**config.mk**
```make
export PLATFORM = sky130hd
export DESIGN_NAME = imm_gen_pipe_flat
export DESIGN_NICKNAME = d
export VERILOG_FILES = /design/src/rtl/imm_gen_pipe_if.sv /design/src/rtl/imm_gen_pipe.sv /design/src/flat_wrapper.sv
export SDC_FILE = /design/constraint.sdc
export NUM_CORES = 1
export LEC_CHECK = 0
export CORE_UTILIZATION = 25
export CTS_BUF_LIST = sky130_fd_sc_hd__clkbuf_4
export CTS_CLUSTER_DIAMETER = 80
export DETAILED_ROUTE_END_ITERATION = 16
export PLACE_DENSITY_LB_ADDON = 0.25
export SYNTH_ARGS = -nofsm -noshare
export SYNTH_HDL_FRONTEND = slang
export SYNTH_SLANG_ARGS = --single-unit
```
**constraint.sdc**
```tcl
create_clock -name clk -period 4.4 [get_ports clk]
set_input_delay 0.66 -clock clk [delete_from_list [all_inputs] [get_ports clk]]
set_output_delay 0.66 -clock clk [all_outputs]
set_load 0.05 [all_outputs]
```
**src/rtl/imm_gen_pipe_if.sv**
```systemverilog
// Valid/ready bus between fetch (master) and the registered immediate generator (slave).
// Carries the raw instruction with its tag in, and the decoded immediate with the same tag out.
interface imm_gen_pipe_if #(
  parameter int XLEN  = 32,
  parameter int TAG_W = 32
);
  logic             in_valid;
  logic             in_ready;
  logic [31:0]      instruction;
  logic [TAG_W-1:0] in_tag;
  logic             out_valid;
  logic             out_ready;
  logic [XLEN-1:0]  imm_ext;
  logic [2:0]       imm_fmt;
  logic             illegal;
  logic [TAG_W-1:0] out_tag;

  modport master (
    output in_valid, instruction, in_tag, out_ready,
    input  in_ready, out_valid, imm_ext, imm_fmt, illegal, out_tag
  );

  modport slave (
    input  in_valid, instruction, in_tag, out_ready,
    output in_ready, out_valid, imm_ext, imm_fmt, illegal, out_tag
  );
endinterface

```
**src/rtl/imm_gen_pipe.sv**
```systemverilog
// RV32I/RV64I immediate generator: combinational decode of the incoming instruction,
// registered into a two-entry (main + skid) valid/ready stage with a registered in_ready.
module imm_gen_pipe #(
  parameter int XLEN  = 32,
  parameter int TAG_W = 32
) (
  input  logic          clk,
  input  logic          reset,
  input  logic          flush,
  imm_gen_pipe_if.slave bus
);

  localparam logic [2:0] FMT_R   = 3'd0;
  localparam logic [2:0] FMT_I   = 3'd1;
  localparam logic [2:0] FMT_S   = 3'd2;
  localparam logic [2:0] FMT_B   = 3'd3;
  localparam logic [2:0] FMT_U   = 3'd4;
  localparam logic [2:0] FMT_J   = 3'd5;
  localparam logic [2:0] FMT_ILL = 3'd7;
  localparam bit         IS64    = (XLEN == 64);

  typedef enum logic [1:0] {ST_EMPTY, ST_ONE, ST_FULL} state_t;

  // ---------------- decode ----------------
  logic [31:0]     instr;
  logic [6:0]      opcode;
  logic [2:0]      funct3;
  logic            is_shift;
  logic [XLEN-1:0] dec_imm;
  logic [2:0]      dec_fmt;
  logic            dec_ill;
  logic [XLEN-1:0] imm_i;

  assign instr    = bus.instruction;
  assign opcode   = instr[6:0];
  assign funct3   = instr[14:12];
  assign is_shift = (funct3 == 3'b001) || (funct3 == 3'b101);
  assign imm_i    = XLEN'($signed(instr[31:20]));

  always_comb begin
    dec_imm = '0;
    dec_fmt = FMT_ILL;
    dec_ill = 1'b1;
    case (opcode)
      7'b0000011, 7'b0001111, 7'b1100111, 7'b1110011: begin
        dec_imm = imm_i;
        dec_fmt = FMT_I;
        dec_ill = 1'b0;
      end
      7'b0010011: begin
        dec_fmt = FMT_I;
        dec_ill = 1'b0;
        if (is_shift) begin
          // shamt field is one bit wider on RV64
          dec_imm = IS64 ? XLEN'(instr[25:20]) : XLEN'(instr[24:20]);
        end else begin
          dec_imm = imm_i;
        end
      end
      7'b0011011: begin
        if (IS64) begin
          dec_fmt = FMT_I;
          dec_ill = 1'b0;
          dec_imm = is_shift ? XLEN'(instr[24:20]) : imm_i;
        end
      end
      7'b0100011: begin
        dec_imm = XLEN'($signed({instr[31:25], instr[11:7]}));
        dec_fmt = FMT_S;
        dec_ill = 1'b0;
      end
      7'b1100011: begin
        dec_imm = XLEN'($signed({instr[31], instr[7], instr[30:25], instr[11:8], 1'b0}));
        dec_fmt = FMT_B;
        dec_ill = 1'b0;
      end
      7'b0110111, 7'b0010111: begin
        dec_imm = XLEN'($signed({instr[31:12], 12'b0}));
        dec_fmt = FMT_U;
        dec_ill = 1'b0;
      end
      7'b1101111: begin
        dec_imm = XLEN'($signed({instr[31], instr[19:12], instr[20], instr[30:21], 1'b0}));
        dec_fmt = FMT_J;
        dec_ill = 1'b0;
      end
      7'b0110011: begin
        dec_fmt = FMT_R;
        dec_ill = 1'b0;
      end
      7'b0111011: begin
        if (IS64) begin
          dec_fmt = FMT_R;
          dec_ill = 1'b0;
        end
      end
      default: ;
    endcase
  end

  // ---------------- two-entry stage ----------------
  state_t           state_q, state_d;
  logic             out_valid_q, out_valid_d;
  logic             in_ready_q, in_ready_d;
  logic [XLEN-1:0]  main_imm_q, main_imm_d;
  logic [2:0]       main_fmt_q, main_fmt_d;
  logic             main_ill_q, main_ill_d;
  logic [TAG_W-1:0] main_tag_q, main_tag_d;
  logic [XLEN-1:0]  skid_imm_q, skid_imm_d;
  logic [2:0]       skid_fmt_q, skid_fmt_d;
  logic             skid_ill_q, skid_ill_d;
  logic [TAG_W-1:0] skid_tag_q, skid_tag_d;
  logic             in_fire;
  logic             out_fire;

  // An input offered during a flush is never accepted.
  assign in_fire  = bus.in_valid && in_ready_q && !flush;
  assign out_fire = out_valid_q && bus.out_ready;

  always_comb begin
    state_d    = state_q;
    main_imm_d = main_imm_q;
    main_fmt_d = main_fmt_q;
    main_ill_d = main_ill_q;
    main_tag_d = main_tag_q;
    skid_imm_d = skid_imm_q;
    skid_fmt_d = skid_fmt_q;
    skid_ill_d = skid_ill_q;
    skid_tag_d = skid_tag_q;
    case (state_q)
      ST_EMPTY: begin
        if (in_fire) begin
          main_imm_d = dec_imm;
          main_fmt_d = dec_fmt;
          main_ill_d = dec_ill;
          main_tag_d = bus.in_tag;
          state_d    = ST_ONE;
        end
      end
      ST_ONE: begin
        if (in_fire && out_fire) begin
          main_imm_d = dec_imm;
          main_fmt_d = dec_fmt;
          main_ill_d = dec_ill;
          main_tag_d = bus.in_tag;
        end else if (out_fire) begin
          state_d = ST_EMPTY;
        end else if (in_fire) begin
          skid_imm_d = dec_imm;
          skid_fmt_d = dec_fmt;
          skid_ill_d = dec_ill;
          skid_tag_d = bus.in_tag;
          state_d    = ST_FULL;
        end
      end
      ST_FULL: begin
        if (out_fire) begin
          main_imm_d = skid_imm_q;
          main_fmt_d = skid_fmt_q;
          main_ill_d = skid_ill_q;
          main_tag_d = skid_tag_q;
          state_d    = ST_ONE;
        end
      end
      default: state_d = ST_EMPTY;
    endcase
    // A transfer in the flush cycle still completes; the flush only drops what remains.
    if (flush) begin
      state_d = ST_EMPTY;
    end
    out_valid_d = (state_d != ST_EMPTY);
    in_ready_d  = (state_d != ST_FULL);
  end

  always_ff @(posedge clk) begin
    if (reset) begin
      state_q     <= ST_EMPTY;
      out_valid_q <= 1'b0;
      in_ready_q  <= 1'b1;
      main_imm_q  <= '0;
      main_fmt_q  <= '0;
      main_ill_q  <= 1'b0;
      main_tag_q  <= '0;
      skid_imm_q  <= '0;
      skid_fmt_q  <= '0;
      skid_ill_q  <= 1'b0;
      skid_tag_q  <= '0;
    end else begin
      state_q     <= state_d;
      out_valid_q <= out_valid_d;
      in_ready_q  <= in_ready_d;
      main_imm_q  <= main_imm_d;
      main_fmt_q  <= main_fmt_d;
      main_ill_q  <= main_ill_d;
      main_tag_q  <= main_tag_d;
      skid_imm_q  <= skid_imm_d;
      skid_fmt_q  <= skid_fmt_d;
      skid_ill_q  <= skid_ill_d;
      skid_tag_q  <= skid_tag_d;
    end
  end

  assign bus.in_ready  = in_ready_q;
  assign bus.out_valid = out_valid_q;
  assign bus.imm_ext   = main_imm_q;
  assign bus.imm_fmt   = main_fmt_q;
  assign bus.illegal   = main_ill_q;
  assign bus.out_tag   = main_tag_q;

endmodule

```
**src/flat_wrapper.sv**
```systemverilog
// flat-port wrapper written by rule: the top's interface ports become plain ports
module imm_gen_pipe_flat 
#(
  parameter int XLEN  = 32,
  parameter int TAG_W = 32
)
  (clk, reset, flush, bus_in_valid, bus_instruction, bus_in_tag, bus_out_ready, bus_in_ready, bus_out_valid, bus_imm_ext, bus_imm_fmt, bus_illegal, bus_out_tag);
  imm_gen_pipe_if #(.XLEN(XLEN), .TAG_W(TAG_W)) bus_i ();
  input  logic clk;
  input  logic reset;
  input  logic flush;
  input wire logic [$bits(bus_i.in_valid)-1:0] bus_in_valid;
  input wire logic [$bits(bus_i.instruction)-1:0] bus_instruction;
  input wire logic [$bits(bus_i.in_tag)-1:0] bus_in_tag;
  input wire logic [$bits(bus_i.out_ready)-1:0] bus_out_ready;
  output wire logic [$bits(bus_i.in_ready)-1:0] bus_in_ready;
  output wire logic [$bits(bus_i.out_valid)-1:0] bus_out_valid;
  output wire logic [$bits(bus_i.imm_ext)-1:0] bus_imm_ext;
  output wire logic [$bits(bus_i.imm_fmt)-1:0] bus_imm_fmt;
  output wire logic [$bits(bus_i.illegal)-1:0] bus_illegal;
  output wire logic [$bits(bus_i.out_tag)-1:0] bus_out_tag;
  assign bus_i.in_valid = bus_in_valid;
  assign bus_i.instruction = bus_instruction;
  assign bus_i.in_tag = bus_in_tag;
  assign bus_i.out_ready = bus_out_ready;
  assign bus_in_ready = bus_i.in_ready;
  assign bus_out_valid = bus_i.out_valid;
  assign bus_imm_ext = bus_i.imm_ext;
  assign bus_imm_fmt = bus_i.imm_fmt;
  assign bus_illegal = bus_i.illegal;
  assign bus_out_tag = bus_i.out_tag;
  imm_gen_pipe #(.XLEN(XLEN), .TAG_W(TAG_W)) u_core (.clk(clk), .reset(reset), .flush(flush), .bus(bus_i));
endmodule
```
-- After elaboration in Yosys (flattened, before gate mapping)
Cells that the tools add are included.
- add/subtract/negate cells: 0
- multipliers: 0
- divide/modulo/power cells: 0
- magnitude comparators: 0
- eq/ne operators: 19
- shifts and indexed selects: 0
- muxes and demuxes: 27
- bitwise operators: 2
- reduce and logical (&&, ||, !) cells: 15
- operators by type and width (operator ; count):
    2-to-1 mux 32 bit ; 7
    one-hot mux 32 bit (3 select lines) ; 2
    one-hot mux 32 bit (6 select lines) ; 1
    == test 7 bit, second input constant ; 4
    == test 7 x 6 -> 1 bit, second input constant ; 3
    one-hot mux 3 bit (6 select lines) ; 1
    == test 7 x 5 -> 1 bit, second input constant ; 2
    2-to-1 mux 2 bit ; 6
    OR reduction 11 bit ; 1
    2-to-1 mux 3 bit ; 3
    one-hot mux 3 bit (3 select lines) ; 1
    AND reduction 4 bit ; 2
    == test 7 x 2 -> 1 bit, second input constant ; 1
    == test 7 x 4 -> 1 bit, second input constant ; 1
    != test 2 x 1 -> 1 bit, second input constant ; 3
    one-hot mux 2 bit (3 select lines) ; 1
    OR reduction 5 bit ; 1
    logical AND 1 bit ; 4
    2-to-1 mux 1 bit ; 4
    OR reduction 4 bit ; 1
    == test 3 x 1 -> 1 bit, second input constant ; 1
    == test 3 bit, second input constant ; 1
    one-hot mux 1 bit (3 select lines) ; 1
    nonzero test 3 bit ; 1
    9 further kinds ; 10
- register bits after elaboration: 140
- latch bits: 0
- memory bits (writable): 0
- bits in read-only memories: 0
- input bits: 69
- output and inout bits: 70
- word-level logic and storage cells: 74
- memories kept: 0

-- Logic depth before layout (Yosys ltp)
- depth in word-level cells: 8
- gate-level depth with buffers: 9
- depth with buffers taken out: 6

-- Worst setup path after synthesis
Ideal clock, no wire load.
- path kind: input port to flip-flop
- start: input port bus_instruction[5]
- end: register u_core.main_imm_q[19] (netlist: u_core.bus.imm_ext[19])
- library setup time: 0.100 ns
- data arrival time: 2.049 ns
- required time: 4.300 ns
- slack: 2.252 ns
- stages: 6
- path buffers: 0
- cell sequence: or3_1 > a211oi_2 > nor3_2 > a21oi_4 > nor2_4 > a2111oi_4
- cells in the longest elaborated chain, start to end: 5
- elaborated cells on any way between the ends: 16
- those cells by class: eq/ne: 10; mux: 4; reduce/logical: 2
- ends and longest elaborated chain (what ; RTL line ; RTL):
    start, declared ; flat_wrapper.sv:13 ; input wire logic [$bits(bus_i.instruction)-1:0] bus_instruction;
    == test 7 x 2 -> 1 bit, or another cell as far along ; imm_gen_pipe.sv:44 ; case (opcode)
    OR reduction 4 bit / OR reduction 2 bit (equally long branches) ; -- ;
    one-hot mux 32 bit (6 select lines) (*) ; imm_gen_pipe.sv:44 ;
    2-to-1 mux 32 bit (on tied branches) ; imm_gen_pipe.sv:141, imm_gen_pipe.sv:132 ;
    one-hot mux 32 bit (3 select lines) (*) ; imm_gen_pipe.sv:130 ; case (state_q)
    end signal, assigned ; imm_gen_pipe.sv:192 ; main_imm_q <= main_imm_d;
    end, declared ; imm_gen_pipe.sv:105 ; logic [XLEN-1:0] main_imm_q, main_imm_d;
Every way passes the cells marked *; elsewhere a longest branch is shown, timed or not. The select of a mux whose other input is x is not followed.
A chain may end at the register's enable or synchronous reset.

-- Final worst setup path
- start: input port bus_instruction[2]
- end: register u_core.main_imm_q[23] (netlist: u_core.bus.imm_ext[23])
Same word-level chain as after synthesis.

==> out/metrics.yaml <==
status: "completed"
cp_data_arrival_time_ns: 3.30
place_congestion: 0.775
async_flop_share_pct: 0
fmax_mhz: 345
routed-via-count: 5792
synth_adder_area_share_pct: 0
area_growth_pct: 30.2
cts_tree: "built"
yosysMostFrequentCell: "nand2_1"
cts_made_buffers: 17
synth_top_family_by_area: "simple AND/OR/NAND/NOR gates"
n_fill_cell: 2627
cts_root_buffer: "clkbuf_4"
start_util_pct: 25.7
layout.nets: 962
synth_top_area_cell: "dfxtp_1"
globalRoute.totalOverflow: 0
p_per_area_nw_per_um2: 338
cts_setup_buffers: 0
ant_nets: 0
wl_per_cell_um: 15.3
slew_headroom_pct: 26.0
seq_area_frac_synth_pct: 44.5
synth-compound-area-share_pct: 22.0
fin_crit_sh_pct: 65.8
synth-edff-count: 0
worst_pin_slew_ns: 1.11
ctsHoldBuffers: 0
required_ns: 4.81
syn_inst: 789
clk_pin_slew_worst_paths_ns: 0.14
synth_cell_types: 51
die_y_um: 161
crit_top_cell: "buf_4"
synthXorXnorAreaFrac_pct: 0.139
avgSynthCellArea_um2: 7.98
postLayoutCoreUtil_pct: 33.4
ir_worst_vdd_mv: 0.133
grt_antenna_before_repair: 1
cp_max_fo: 14
yosysWarnings: 0
internal_power_mw: 1.84
grt_pass1_wl_mm: 29.9
die_x_um: 161
cp_slowest_cell: "clkdlybuf4s50_1"
die_area_um2: 25800
avgViaCountPerCell: 4.71
row_count: 57
htreeDepth: 4
grt_max_degree: 77
power_switching_mw: 0.929
drtIter0Drc: 355
cap_violations: 0
synth_top_area_share_pct: 44.5
p_leak_nw: 2.72
cts.repair.resized: 0
finalCriticalPeriod_ns: 2.90
synthesis.nets: 858
clock_path_buffers: 2
portBuffers: 138
setup_tns_ns: 0
first_pass_iters: 5
grt_pass1_vias: 5417
core-area_um2: 24500
r2r_slack_ns: 1.99
path_class: "in -> reg"
power.clock.fraction_pct: 30.3
rsz0062_at_grt: "false"
synth.area.top_cells: "dfxtp_1 45%, nand2_1 11%, nor2_1 7.5%, a21oi_1 5.6%, a2111oi_4 4.8%"
cp_slowest_stage_delay_ns: 0.64
end_kind: "flip-flop"
muxShareOfSynthArea_pct: 0.338
yosys.area_share.simple_pct: 28.0
drcViolationCount: 0
synthFlopType: "dfxtp_1"
power_frac_seq_pct: 49.1
critPathLaunchType: "primary input"
ys_seq_elements: 140
hpwl_mm: 12.2
netlist_area_um2: 6290
crit_path_cell_trace: "clkdlybuf4s50_1 -> nor2b_1 -> and4bb_2 -> nor3_2 -> a21oi_2 -> buf_4 -> nor2_2 -> buf_4 -> a2111oi_4"
setup_viol: 0
switching_share_pct: 33.6
synth_common_cells: "187 x nand2_1, 140 x dfxtp_1, 126 x nor2_1"
slew_violations: 0
cts.sinks: 140
fin_skew_ns: 0.0200
insertion_delay_ns: 0.55
hold_viol: 0
hold_path.class: "reg -> reg"
io-pin-count: 139
combinationalPowerShare_pct: 20.7
grt_usage_pct: 14.8
wl_mm: 18.9
drive_above_1_share_pct: 8.61
[placed cells by master, fill, tap and decap left out, types with 2 or more instances in the layout]
| cell type | Yosys | routed |
|---|---|---|
| a311oi_1 | 32 | 32 |
| nor2_1 | 126 | 124 |
| clkbuf_4 | 0 | 18 |
| a22o_1 | 4 | 4 |
| a211oi_1 | 5 | 5 |
| o21ai_0 | 13 | 13 |
| buf_4 | 4 | 14 |
| clkdlybuf4s50_1 | 0 | 137 |
| inv_6 | 0 | 5 |
| a2111oi_2 | 7 | 7 |
| a2111oi_4 | 11 | 11 |
| nor2_4 | 1 | 2 |
| clkinvlp_4 | 0 | 3 |
| o22ai_1 | 5 | 5 |
| nand2b_1 | 5 | 4 |
| dfxtp_1 | 140 | 140 |
| nand3_1 | 11 | 10 |
| inv_1 | 3 | 3 |
| a31oi_1 | 8 | 8 |
| nor4_1 | 2 | 2 |
| and3_1 | 2 | 2 |
| nor4b_1 | 2 | 2 |
| and2_1 | 4 | 4 |
| nor3b_1 | 20 | 20 |
| nand2_1 | 187 | 187 |
| nor3_1 | 36 | 36 |
| clkinv_4 | 0 | 4 |
| a21oi_1 | 71 | 71 |
| o211ai_1 | 3 | 3 |
[cells by family after synthesis]
family / after synthesis
muxes: 2
buffers and inverters: 70
xor gates and xnor gates: 1
DFF: 140
and+or+nand+nor: 407
AOI/OAI and AO/OA: 169
[power groups by stage]
stage / logic [mW] / registers, mW / clock network (mW)
after floorplan: 0.205 / 1.54 / 0
after global placement: 0.574 / 1.39 / 0
after detailed placement: 0.576 / 1.39 / 0
after CTS: 0.578 / 1.36 / 0.883
after global routing: 0.614 / 1.37 / 0.928
final: 0.572 / 1.36 / 0.837
[final timing paths]
path | from | to | cells after the start
setup / recovery | bus_instruction[2] | u_core.bus.imm_ext[23]$_SDFFE_PP0P_ | 9
hold / removal | u_core.bus.imm_fmt[0]$_SDFFE_PP0P_ | u_core.bus.imm_fmt[0]$_SDFFE_PP0P_ | 2
setup reg to reg | u_core.state_q[1]$_SDFF_PP0_ | u_core.bus.out_tag[25]$_SDFFE_PP0P_ | 6
hold reg to reg | u_core.bus.imm_fmt[0]$_SDFFE_PP0P_ | u_core.bus.imm_fmt[0]$_SDFFE_PP0P_ | 2
[flip-flops by register name (all words and copies together), names as in the netlist, 2 cells and up]
signal	flops
u_core.bus.imm_ext	32
u_core.bus.out_tag	32
u_core.skid_imm_q	32
u_core.skid_tag_q	32
u_core.bus.imm_fmt	3
u_core.skid_fmt_q	3
u_core.state_q	2
[worst max-delay path, delay by kind of cell]
family          cells  cell delay, ns
compound gates      2            0.19
buf+inv             3            1.17
simple gates        4            1.28
[per-stage QoR]
stage | area [um^2] | setup slack (ns) | cells | hold WS [ns] | power [mW]
after floorplan | 6290 | 2.25 | 789 | 0.432 | 1.75
after global placement | 7920 | 0.985 | 1198 | 0.439 | 1.96
after detailed placement | 7920 | 0.895 | 1198 | 0.444 | 1.96
after CTS | 8190 | 1.53 | 1230 | 0.462 | 2.82
after global routing | 8190 | 1.43 | 1231 | 0.480 | 2.91
final | 8190 | 1.50 | 1231 | 0.459 | 2.77
[per-layer routing]
layer	track usage, %	routed length, um	vias to the layer above
met1	20.0	9120	2692
met2	23.5	8650	147
met3	3.10	883	16
met5	0	0	-
met4	4.55	219	0
li1	-	-	2937
[cell type report]
type | instances | area [um^2] | area share [%]
Timing Repair Buffer | 152 | 1500 | 18.3
Antenna cell | 1 | 2.50 | 0.0305
Tap cell | 324 | 405 | 4.95
Inverter | 3 | 11.3 | 0.137
Multi-Input combinational cell | 579 | 3200 | 39.1
Clock inverter | 14 | 136 | 1.66
Clock buffer | 18 | 135 | 1.65
Sequential cell | 140 | 2800 | 34.2
(Power assumes the default switching activity.)
